**src/rtl/relu_pkg.sv**
```systemverilog
// Shared float32 view and sign classification for the ReLU backward datapath.
package relu_pkg;

    typedef struct packed {
        logic        sign;
        logic [7:0]  exp;
        logic [22:0] man;
    } float32_t;

    localparam logic [7:0]  FP_EXP_MAX  = 8'hFF;
    localparam logic [31:0] FP_POS_ZERO = 32'h0;

    // Only strictly positive, non-NaN activations let the gradient through.
    function automatic logic is_positive(float32_t f);
        return !f.sign && ({f.exp, f.man} != 31'd0) &&
               !((f.exp == FP_EXP_MAX) && (f.man != 23'd0));
    endfunction

endpackage

```
**src/rtl/relu_bwd_lane.sv**
```systemverilog
// Combinational per-lane ReLU / leaky-ReLU gradient gate.
module relu_bwd_lane
    import relu_pkg::*;
#(
    parameter int unsigned LEAKY       = 0,
    parameter int unsigned SLOPE_SHIFT = 3
) (
    input  logic [31:0] i_fwd,
    input  logic [31:0] i_grad,
    output logic [31:0] o_grad,
    output logic        o_neg
);

    localparam logic [7:0] SHIFT_E = 8'(SLOPE_SHIFT);

    float32_t w_fwd;
    float32_t w_grad;
    float32_t w_scaled;

    always_comb begin
        w_fwd    = float32_t'(i_fwd);
        w_grad   = float32_t'(i_grad);
        o_neg    = !is_positive(w_fwd);
        w_scaled = w_grad;
        // Scaling by 2^-SLOPE_SHIFT is an exponent decrement; underflow flushes to signed zero.
        if (w_grad.exp == FP_EXP_MAX) begin
            w_scaled = w_grad;
        end else if (w_grad.exp <= SHIFT_E) begin
            w_scaled = {w_grad.sign, 31'd0};
        end else begin
            w_scaled.exp = w_grad.exp - SHIFT_E;
        end

        if (!o_neg) begin
            o_grad = i_grad;
        end else if (LEAKY != 0) begin
            o_grad = w_scaled;
        end else begin
            o_grad = FP_POS_ZERO;
        end
    end

endmodule

```
**src/rtl/relu_backward_lanes.sv**
```systemverilog
// Two-stage valid/ready ReLU backward unit with a saturating gated-lane counter.
module relu_backward_lanes
    import relu_pkg::*;
#(
    parameter int unsigned LANES       = 4,
    parameter int unsigned LEAKY       = 0,
    parameter int unsigned SLOPE_SHIFT = 3,
    parameter int unsigned CNT_W       = 32
) (
    input  logic                  clk,
    input  logic                  reset,
    input  logic                  in_valid,
    output logic                  in_ready,
    input  logic [32*LANES-1:0]   fwd_data,
    input  logic [32*LANES-1:0]   grad_in,
    output logic                  out_valid,
    input  logic                  out_ready,
    output logic [32*LANES-1:0]   grad_out,
    input  logic                  clr_count,
    output logic [CNT_W-1:0]      gated_count
);

    localparam int unsigned W     = 32 * LANES;
    localparam int unsigned PC_W  = $clog2(LANES + 1);
    localparam int unsigned SUM_W = ((CNT_W > PC_W) ? CNT_W : PC_W) + 1;
    localparam logic [CNT_W-1:0] CNT_MAX = '1;

    logic             r_s1_valid;
    logic [W-1:0]     r_s1_fwd;
    logic [W-1:0]     r_s1_grad;
    logic             r_s2_valid;
    logic [W-1:0]     r_s2_grad;
    logic [PC_W-1:0]  r_s2_pop;
    logic [CNT_W-1:0] r_count;

    logic [W-1:0]     w_lane_grad;
    logic [LANES-1:0] w_neg;
    logic [PC_W-1:0]  w_pop;
    logic             w_s1_ready;
    logic             w_s2_ready;
    logic             w_out_hs;
    logic [SUM_W-1:0] w_sum;
    logic [CNT_W-1:0] w_count_d;

    for (genvar i = 0; i < LANES; i++) begin : g_lane
        relu_bwd_lane #(
            .LEAKY       (LEAKY),
            .SLOPE_SHIFT (SLOPE_SHIFT)
        ) u_lane (
            .i_fwd  (r_s1_fwd[32*i +: 32]),
            .i_grad (r_s1_grad[32*i +: 32]),
            .o_grad (w_lane_grad[32*i +: 32]),
            .o_neg  (w_neg[i])
        );
    end

    always_comb begin
        w_pop = '0;
        for (int i = 0; i < LANES; i++) begin
            w_pop = w_pop + PC_W'(w_neg[i]);
        end
    end

    // Each stage advances when the one ahead of it is empty or draining.
    assign w_s2_ready = !r_s2_valid || out_ready;
    assign w_s1_ready = !r_s1_valid || w_s2_ready;
    assign w_out_hs   = r_s2_valid && out_ready;

    always_comb begin
        w_sum     = SUM_W'(r_count) + SUM_W'(r_s2_pop);
        w_count_d = r_count;
        if (clr_count) begin
            w_count_d = '0;
        end else if (w_out_hs) begin
            w_count_d = (w_sum > SUM_W'(CNT_MAX)) ? CNT_MAX : w_sum[CNT_W-1:0];
        end
    end

    always_ff @(posedge clk or negedge reset) begin
        if (!reset) begin
            r_s1_valid <= 1'b0;
            r_s1_fwd   <= '0;
            r_s1_grad  <= '0;
            r_s2_valid <= 1'b0;
            r_s2_grad  <= '0;
            r_s2_pop   <= '0;
            r_count    <= '0;
        end else begin
            if (w_s1_ready) begin
                r_s1_valid <= in_valid;
                if (in_valid) begin
                    r_s1_fwd  <= fwd_data;
                    r_s1_grad <= grad_in;
                end
            end
            if (w_s2_ready) begin
                r_s2_valid <= r_s1_valid;
                if (r_s1_valid) begin
                    r_s2_grad <= w_lane_grad;
                    r_s2_pop  <= w_pop;
                end
            end
            r_count <= w_count_d;
        end
    end

    assign in_ready    = w_s1_ready;
    assign out_valid   = r_s2_valid;
    assign grad_out    = r_s2_grad;
    assign gated_count = r_count;

endmodule

```
**config.mk**
```make
export PLATFORM = sky130hd
export DESIGN_NAME = relu_backward_lanes
export DESIGN_NICKNAME = d
export VERILOG_FILES = /design/src/rtl/relu_pkg.sv /design/src/rtl/relu_bwd_lane.sv /design/src/rtl/relu_backward_lanes.sv
export SDC_FILE = /design/constraint.sdc
export NUM_CORES = 1
export LEC_CHECK = 0
export CAP_MARGIN = 20
export CORE_AREA = 2 2 198 200
export CTS_BUF_LIST = sky130_fd_sc_hd__clkbuf_4 sky130_fd_sc_hd__clkbuf_8 sky130_fd_sc_hd__clkbuf_16
export DETAILED_ROUTE_END_ITERATION = 6
export DIE_AREA = 0 0 200 202
export PLACE_DENSITY = 0.82
export SLEW_MARGIN = 20
export SYNTH_ARGS = -nofsm -noshare
export SYNTH_HDL_FRONTEND = slang
export SYNTH_SLANG_ARGS = --single-unit
export TNS_END_PERCENT = 30
```
**constraint.sdc**
```tcl
create_clock -name clk -period 2.59 [get_ports clk]
set_clock_uncertainty 0.1 [all_clocks]
set_input_delay 0.518 -clock clk [delete_from_list [all_inputs] [get_ports clk]]
set_output_delay 0.518 -clock clk [all_outputs]
set_load 0.1 [all_outputs]
```
# == After elaboration in Yosys (flattened, before gate mapping) ==
# Cells that the tools add are included.
# word_totals
reg_bits,421
out_inout_bits,162
# classes
n_addsub,4
n_lt_le_gt_ge,1
n_eq_ne,4
muxes,7
reduce_logical,40
# ops
cell,count
32-bit 2-to-1 mux,7
31-bit nonzero test,4
23-bit nonzero test,4
32-bit by 3-bit adder with 33-bit output,1
33-bit by 32-bit > comparator with 1-bit output (second input constant),1
8-bit equality test (second input constant),4
1-bit logical NOT,14
1-bit logical AND,13
2-bit AND reduction,2
2-bit by 1-bit adder with 3-bit output,1
3-bit by 1-bit adder with 3-bit output,1
1-bit by 1-bit adder with 2-bit output,1
1-bit logical OR,2
2-bit nonzero test,1

# == Longest topological paths before layout ==
# logic_depth
ltp_word,8
ltp_mapped,9

# == By module ==
# Synthesis repeated with hierarchy kept, for this count alone.
# unflattened
hier_cells,1281
hier_area_um2,18859.3
# by_module_without_submodules
mod,instances,cells_each,area_per_inst_um2,seq_area_each_um2
relu_backward_lanes,1,1045,16286.9,10535.1
relu_bwd_lane,4,59,643.1,0.0

# == Worst setup path before layout ==
# Ideal clock, no wire load.
# synth_timing
path_kind,register to register
from,"reg r_s2_valid, in the netlist out_valid"
to,reg r_s1_fwd[0]
setup_time_ps,125
arrival_ps,3314
setup_slack_ps,-948
path_stages_with_launch,6
path_buffers,2
synth_period_minus_slack_ps,3538
path_cell_list,dfrtp_1 nand3b_1 nand2_1 clkbuf_1 buf_2 mux2_2
# synth_between
elab_chain_cells,4
# synth_rtl
element,line,source
"start, declared",relu_backward_lanes.sv:31,logic r_s2_valid;
"start signal, assigned",relu_backward_lanes.sv:97,r_s2_valid <= r_s1_valid;
1-bit logical NOT,relu_backward_lanes.sv:65,assign w_s2_ready = !r_s2_valid || out_ready;
1-bit logical OR,relu_backward_lanes.sv:65,
1-bit logical OR,relu_backward_lanes.sv:66,assign w_s1_ready = !r_s1_valid || w_s2_ready;
net in_ready,relu_backward_lanes.sv:13,"output logic in_ready,"
2-bit AND reduction (no source line),-,
"end signal, assigned",relu_backward_lanes.sv:92,r_s1_fwd <= fwd_data;
"end, declared",relu_backward_lanes.sv:29,logic [W-1:0] r_s1_fwd;
# The timed path passes the listed nets, and every way through them passes these cells.
# A chain may end at the register's enable or synchronous reset.

# == Worst setup path after layout ==
# layout_timing
from,reg r_s1_fwd[22]
to,reg r_s2_pop[1]
# layout_between
elab_chain_cells,8
word_cells_on_any_way,10
classes_between,add/sub (3); reduce/logical (7)
# layout_rtl
element,line,source
23-bit nonzero test,relu_pkg.sv:16,!((f.exp == FP_EXP_MAX) && (f.man != 23'd0));
1-bit logical AND,relu_pkg.sv:16,
1-bit logical NOT,relu_pkg.sv:16,
1-bit logical AND *,relu_pkg.sv:15,"return !f.sign && ({f.exp, f.man} != 31'd0) &&"
1-bit logical NOT *,relu_bwd_lane.sv:23,o_neg = !is_positive(w_fwd);
1-bit by 1-bit adder with 2-bit output *,relu_backward_lanes.sv:60,w_pop = w_pop + PC_W'(w_neg[i]);
2-bit by 1-bit adder with 3-bit output *,relu_backward_lanes.sv:60,
3-bit by 1-bit adder with 3-bit output *,relu_backward_lanes.sv:60,
net w_pop[1],relu_backward_lanes.sv:38,logic [PC_W-1:0] w_pop;
"end signal, assigned",relu_backward_lanes.sv:100,r_s2_pop <= w_pop;
"end, declared",relu_backward_lanes.sv:33,logic [PC_W-1:0] r_s2_pop;
# Mark *: on every way through the listed nets, which the timed path passes. The rest lies on a longest branch.

==> impl_results.md <==
* Nets at 1908
* M1 WL at 18.0 mm
* Multi-input gate area at 6140 sq um
* Total CTS buffers at 45
* Clock Path Buffers at 3
* Buf/Inv on CP at 1
* Worst setup margin at -0.111 ns
* PwrDens at 888 nW/um^2
* H-tree Lvls at 2
* Worst-skew pair later-pin latency at 0.56 ns
* Setup TNS at -0.158 ns
* Synth top area cells: dfrtp_1 (63%), mux2_2 (17%), a22o_1 (6.7%), nor4_1 (1.2%), buf_2 (0.81%)
* Final Hold Viols at 0
* Count leader, synth: dfrtp_1
* CP max FO at 3
* Tcrit/Tclk final at 1.04
* Launch point of the worst reg-to-reg path: r_s1_fwd[22]
* P_leak at 10.6 nW
* IO Port Bufs at 422
* Post-synth EDFFs at 0
* Met2 wire length at 22.3 mm
* Slew margin rel. at 0.483
* Worst Path Arrival at 3.04 ns
* Dominant cell type by area after synthesis: dfrtp_1
* Final Setup Violations at 2
* Placed Instance Area at 22000 sq um
* Most frequent CP cell: ha_4
* Synth top area share at 0.630
* Number of global-route vias before repair at 12376
* Critical Path Source: r_s1_fwd[22]
* Area grow syn2layout at 41.7%
* Layout cell share with drive strength beyond 1 at 0.381
* Initial detailed-routing violation count at 616
* Metal3 WL at 2.65 mm
* Core box area at 38300 sq um
* Maximum vdd ir drop at 605 uV
* Setup crit end kind: register
* Maximum clock rate at 0.370 GHz
* Max-cap viol count at 0
* RSZ-0062 raised after global routing: yes
* Crit-path slowest cell: fa_1
* Failing checks: negative setup slack
* Post-Syn Nets at 1415
* Worst setup path class: reg2reg
* Worst-margin pin slew at 0.766 ns
* Post-DR wirelength/cell at 20.2 um
* Slowest cell delay on critical path at 0.44 ns
* CTS tree: done
* Via count at 11629
* Yosys warns at 0
* Routed vias/inst at 5.31
* CP delay by family, top: adder cells
* Router iterations before antenna repair at 5
* Avg Cell Area, Syn at 14.6 sq um
* Total routed wirelength at 44.3 mm
* Global-route wire length before repair at 69.3 mm
* Die footprint at 40400 sq um
* Design area at 23700 sq um
* Post-layout minimum cycle time at 2.70 ns
* Critical path data required time at 2.93 ns
* Status: complete, but fails checks
* Max layer used: met4
* Root Driver: clkbuf_16
* Gpl congestion at 0.849
* Die Y at 202 um
* Worst Setup Start Kind: register
* Main synth FF type: dfrtp_1
* Overall Power at 21.0 mW
* Final Max Tran Viols at 0
* Mapped Cells at 1147
* Post-synth ARST share at 1.00
* Remaining antenna violation count at 0
* Hpwl dp at 31.9 mm
* Yosys reg bits at 421
* Synth cell types at 60
* GR Util All Layers at 0.220
* Seq/Total Area, Yosys at 0.630
* Initial Util at 0.436
* Num rows at 72
* Ports at 423
* Seq. cell area at 10500 sq um
* Overflow after GRT at 0
* Antenna violations before repair at 2
* DRC at 0
* Crit-path cells: nor4_4, nand4_1, o21ai_1, o311a_1, fa_1, inv_2, ha_4, ha_4, mux2_2
* FILL cells at 2810
* Clock sink count at 421
* Mapped Area at 16700 sq um
* Largest net degree at the start of global routing at 89
* Most frequent cells after synthesis: dfrtp_1 (421), mux2_2 (259), a22o_1 (128), nor2_1 (32), nor4_1 (31)
* Worst hold-check path type: reg2reg
* Die Width at 200 um
* Hold_sp: r_s1_grad[1]
* Worst-path clk slew at 0.06 ns
placed cells by master, fill, tap and decap left out, types with 3 or more instances in the layout:
cell / count
nor2_1: 32
a311oi_1: 3
nor4_4: 3
clkinv_2: 9
nand3_1: 10
a31oi_1: 8
mux2_2: 219
nor4bb_4: 3
dfrtp_1: 418
a211oi_1: 6
nand2b_1: 5
a22o_1: 128
clkbuf_8: 8
mux2i_1: 8
clkbuf_4: 7
and3_1: 8
o21bai_1: 5
buf_12: 23
buf_4: 230
nand4_1: 18
nor3_1: 14
clkbuf_16: 46
nor4_1: 22
nor2b_1: 3
and4_1: 9
a211oi_2: 6
and2_1: 6
mux2_4: 40
inv_1: 10
nor4_2: 10
a21oi_1: 8
clkdlybuf4s50_1: 259
nand2_1: 26
bufinv_16: 3
path summary, 6_finish.rpt:
check / cells after the start / end / slack, ns
worst max-delay path: 9 / r_s2_pop[1] / -0.11
worst min-delay path: 1 / grad_out[1] / 0.38
worst max register to register: 9 / r_s2_pop[1] / -0.11
worst min register to register: 1 / grad_out[1] / 0.38
max in group asynchronous: 3 / r_s1_grad[110] / 1.15
min in group asynchronous: 2 / grad_out[77] / 0.44
sequential cells by signal, indices dropped and copies added (netlist names):
register,cells
r_s2_pop,3
r_s1_grad,128
r_s1_valid,1
out_valid,1
gated_count,32
grad_out,128
r_s1_fwd,128
stage by stage:
stage	std cells	setup WS (ns)	hold slack (ns)	util
after global routing	2190	-0.207	0.392	0.618
final	2190	-0.111	0.385	0.618
after detailed placement	2106	-0.286	0.375	0.575
after floorplan	1147	-0.163	0.122	-
after global placement	2106	-0.230	0.367	0.575
after CTS	2185	-0.165	0.386	0.616
per-layer routing:
layer | vias up | track usage
met5 | - | 0
met1 | 5924 | 0.278
li1 | 5267 | -
met4 | 0 | 0.0870
met2 | 352 | 0.368
met3 | 86 | 0.0474
power by group:
part | leakage (nW) | internal (mW) | switching, mW | total (mW)
logic | 4.65 | 2.09 | 4.25 | 6.34
registers | 5.16 | 7.60 | 0.647 | 8.24
clock network | 0.746 | 3.85 | 2.59 | 6.44
worst register-to-register path, stage by stage, from the launching register on:
cell     delay (ns)
dfrtp_1        0.41
nor4_4         0.32
nand4_1        0.21
o21ai_1        0.21
o311a_1        0.25
fa_1           0.44
inv_2          0.08
ha_4           0.13
ha_4           0.18
mux2_2         0.25
repair_timing:
item | CTS | global route
buffers inserted | 1 | 3
pin swaps | 10 | 6
endpoints found under the setup margin | 5 | 16
resized for setup | 10 | 11
hold buffers | 1 | 0
endpoints found under the hold margin | 51 | 0
area by class of cell:
| cell class | instances | area share |
|---|---|---|
| Multi-Input combinational cell | 647 | 0.259 |
| Clock buffer | 61 | 0.0555 |
| Antenna cell | 2 | 0.000211 |
| Timing Repair Buffer | 514 | 0.203 |
| Inverter | 11 | 0.00174 |
| Sequential cell | 421 | 0.445 |
| Clock inverter | 16 | 0.00740 |
| Tap cell | 518 | 0.0274 |
cell families after synthesis:
family          synth area share
fa+ha+maj                0.00614
xor+xnor                 0.00210
simple gates              0.0669
compound gates            0.0924
flops                      0.630
buf+inv                   0.0227
mux                        0.179
No activity file was read; power rests on OpenSTA's default activity.
==> variant: new RTL, same flow settings <==
`LANES`: 4 -> 2.
--- a/src/rtl/relu_backward_lanes.sv
+++ b/src/rtl/relu_backward_lanes.sv
@@ -3,5 +3,5 @@
     import relu_pkg::*;
 #(
-    parameter int unsigned LANES       = 4,
+    parameter int unsigned LANES       = 2,
     parameter int unsigned LEAKY       = 0,
     parameter int unsigned SLOPE_SHIFT = 3,
Ports: changed (resized fwd_data, grad_in and grad_out); port bits go from 423 to 231. No check against the original RTL was run, so the function may have changed too.
==> variant against the unedited design <==
  * Critical path depth shrank 1
  * Sequential share of layout area fell by 0.83 points
  * Power fell by 46%
  * Setup slack improved by 190 ps
  * Design area is 45% lower
  * Area after synthesis shrank 44%
  * Critical endpoint is now gated_count[12]
  * Largest cell class unchanged
  * Maximum frequency increased by 7.8%
  * Die area stayed put
  * Wire length fell by 45%
  * Synthesized cell count decreased by 40%
  * Sequential cell count down 193
==> variant: results (changes against the unedited design) <==
| Metric | Value |
|---|---|
| Yosys cell types | 52 (was 60) |
| Clk_lat worst skew | 530 ps (was 560 ps) |
| First-pass GRT wire length | 37900 microns (was 69300 microns) |
| Syn nets | 821 (was 1415) |
| Min-Delay Path Class | input port to asynchronous set/reset pin (was register to register) |
| Synth top area cells | dfrtp_1 (61%), mux2_2 (16%), a22o_1 (6.0%) (was dfrtp_1 (63%), mux2_2 (17%), a22o_1 (6.7%)) |
| Via/cell ratio | 4.58 (was 5.31) |
| CP delay by family, top | simple AND/OR/NAND/NOR gates (was adder cells) |
| Placed inst area | 12100 sq um (was 22000 sq um) |
| Outcome | finished clean (was finished, violations left) |
| Critical Path AT | 2880 ps (was 3040 ps) |
| CTS H-Tree Depth | 1 (was 2) |
| Antenna violations before repair | 2 (unchanged) |
| Top FF cell, synth | dfrtp_1 (unchanged) |
| Clk root buf | clkbuf_16 (unchanged) |
| Initial DRC Count | 325 (was 616) |
| Share of layout cells above drive strength 1 | 35.3% (was 38.1%) |
| Clock transition at path regs | 60 ps (about the same) |
| Synth warn | 0 (unchanged) |
| Gr usage total | 11.8% (was 22.0%) |
| Static leakage | 5.57 nW (was 10.6 nW) |
| Synth Area in Adders | 0.618% (was 0.614%) |
| Worst-margin pin slew | 525 ps (was 766 ps) |
| Drt pass-1 iters | 4 (was 5) |
| Critical path fanouts, max | 5 (was 3) |
| Vias in the first global route | 6876 (was 12376) |
| FFs w/ async S/R, synth | 100% (unchanged) |
| CTS max path bufs | 3 (unchanged) |
| Routed WL per cell | 16.7 microns (was 20.2 microns) |
| GP Congestion | 0.858 (was 0.849) |
| Commonest cells post-synth | dfrtp_1 (228), mux2_2 (130), a22o_1 (64) (was dfrtp_1 (421), mux2_2 (259), a22o_1 (128)) |
| Proportion of synthesized area in mux cells | 15.9% (was 17.9%) |
| CTS Buf Count | 26 (was 45) |
| Part of the Yosys area used for sequential elements | 61.2% (was 63.0%) |
| Fin nets | 1062 (was 1908) |
| Max stage delay on crit path | 560 ps (was 440 ps) |
| PortBufs | 230 (was 422) |
| Synth Area in XOR/XNOR | 0.0940% (was 0.210%) |
| Peak supply drop | 0.587 mV (was 0.605 mV) |
| Post-synthesis compound-gate area fraction | 9.79% (was 9.24%) |
| Slowest CP cell | or4_4 (was fa_1) |
| # diodes | 0 (was 2) |
| Pin count of the biggest net entering global routing | 88 (was 89) |
| Detailed Place HPWL | 17000 microns (was 31900 microns) |
variant: cell type report:
type	count	area, sq um
Fill cell	3670	25200
Timing Repair Buffer	256	2350
Sequential cell	228	5730
Tap cell	518	648
Multi-Input combinational cell	405	3410
Inverter	8	30.0
Clock buffer	31	713
Clock inverter	16	230
variant: path summary, 6_finish.rpt:
path,startpoint,to,slack (ps),cells after the start
worst max-delay path,gated_count[0],gated_count[12],80,8
worst min-delay path,reset,r_s1_fwd[62],280,2
worst max register to register,gated_count[0],gated_count[12],80,8
worst min register to register,r_s1_grad[44],grad_out[44],380,1
max in group asynchronous,reset,r_s1_fwd[9],1350,3
min in group clk,r_s1_grad[44],grad_out[44],380,1
variant: kinds of logic after synthesis:
kind of cell	count (synthesis)
compound gates	116
xor+xnor	1
fa+ha+maj	4
buf+inv	51
flops	228
mux	132
simple gates	152
variant: power breakdown:
group          switching [mW]  total (mW)  internal, mW
combinational            2.09        3.03         0.937
sequential              0.311        4.39          4.08
clock                    1.50        3.97          2.47
variant: worst register-to-register path, stage by stage, from the launching register on:
cell     delay (ps)
dfrtp_4         430
ha_1            210
fa_1            260
and3_4          250
nand4_4         120
or4_4           560
buf_4           180
a21oi_1         120
o221a_2         200
variant: layer usage:
metal / part of all wire (%) / vias to the layer above / GRT usage [%]
met3: 8.4 / 47 / 3.65
met2: 48 / 229 / 19.4
met4: 3.1 / 4 / 4.37
met5: 0.11 / - / 0
met1: 40 / 3351 / 14.6
li1: - / 3063 / -
variant: timing repair:
item	in CTS	in global routing
buffers inserted	0	0
hold buffers	1	0
endpoints found under the hold margin	12	0
endpoints found under the setup margin	0	10
gates resized for setup	0	3
variant: stage by stage:
step	hold WS (ps)	instances	setup slack, ps	setup TNS (ps)	power [mW]
final	283	1462	83.7	0	11.4
after global routing	277	1462	4.36	0	11.9
after CTS	240	1462	19.1	0	11.6
after detailed placement	245	1414	19.7	0	7.50
after global placement	245	1414	66.2	0	7.42
after floorplan	122	684	-132	-12740	6.55
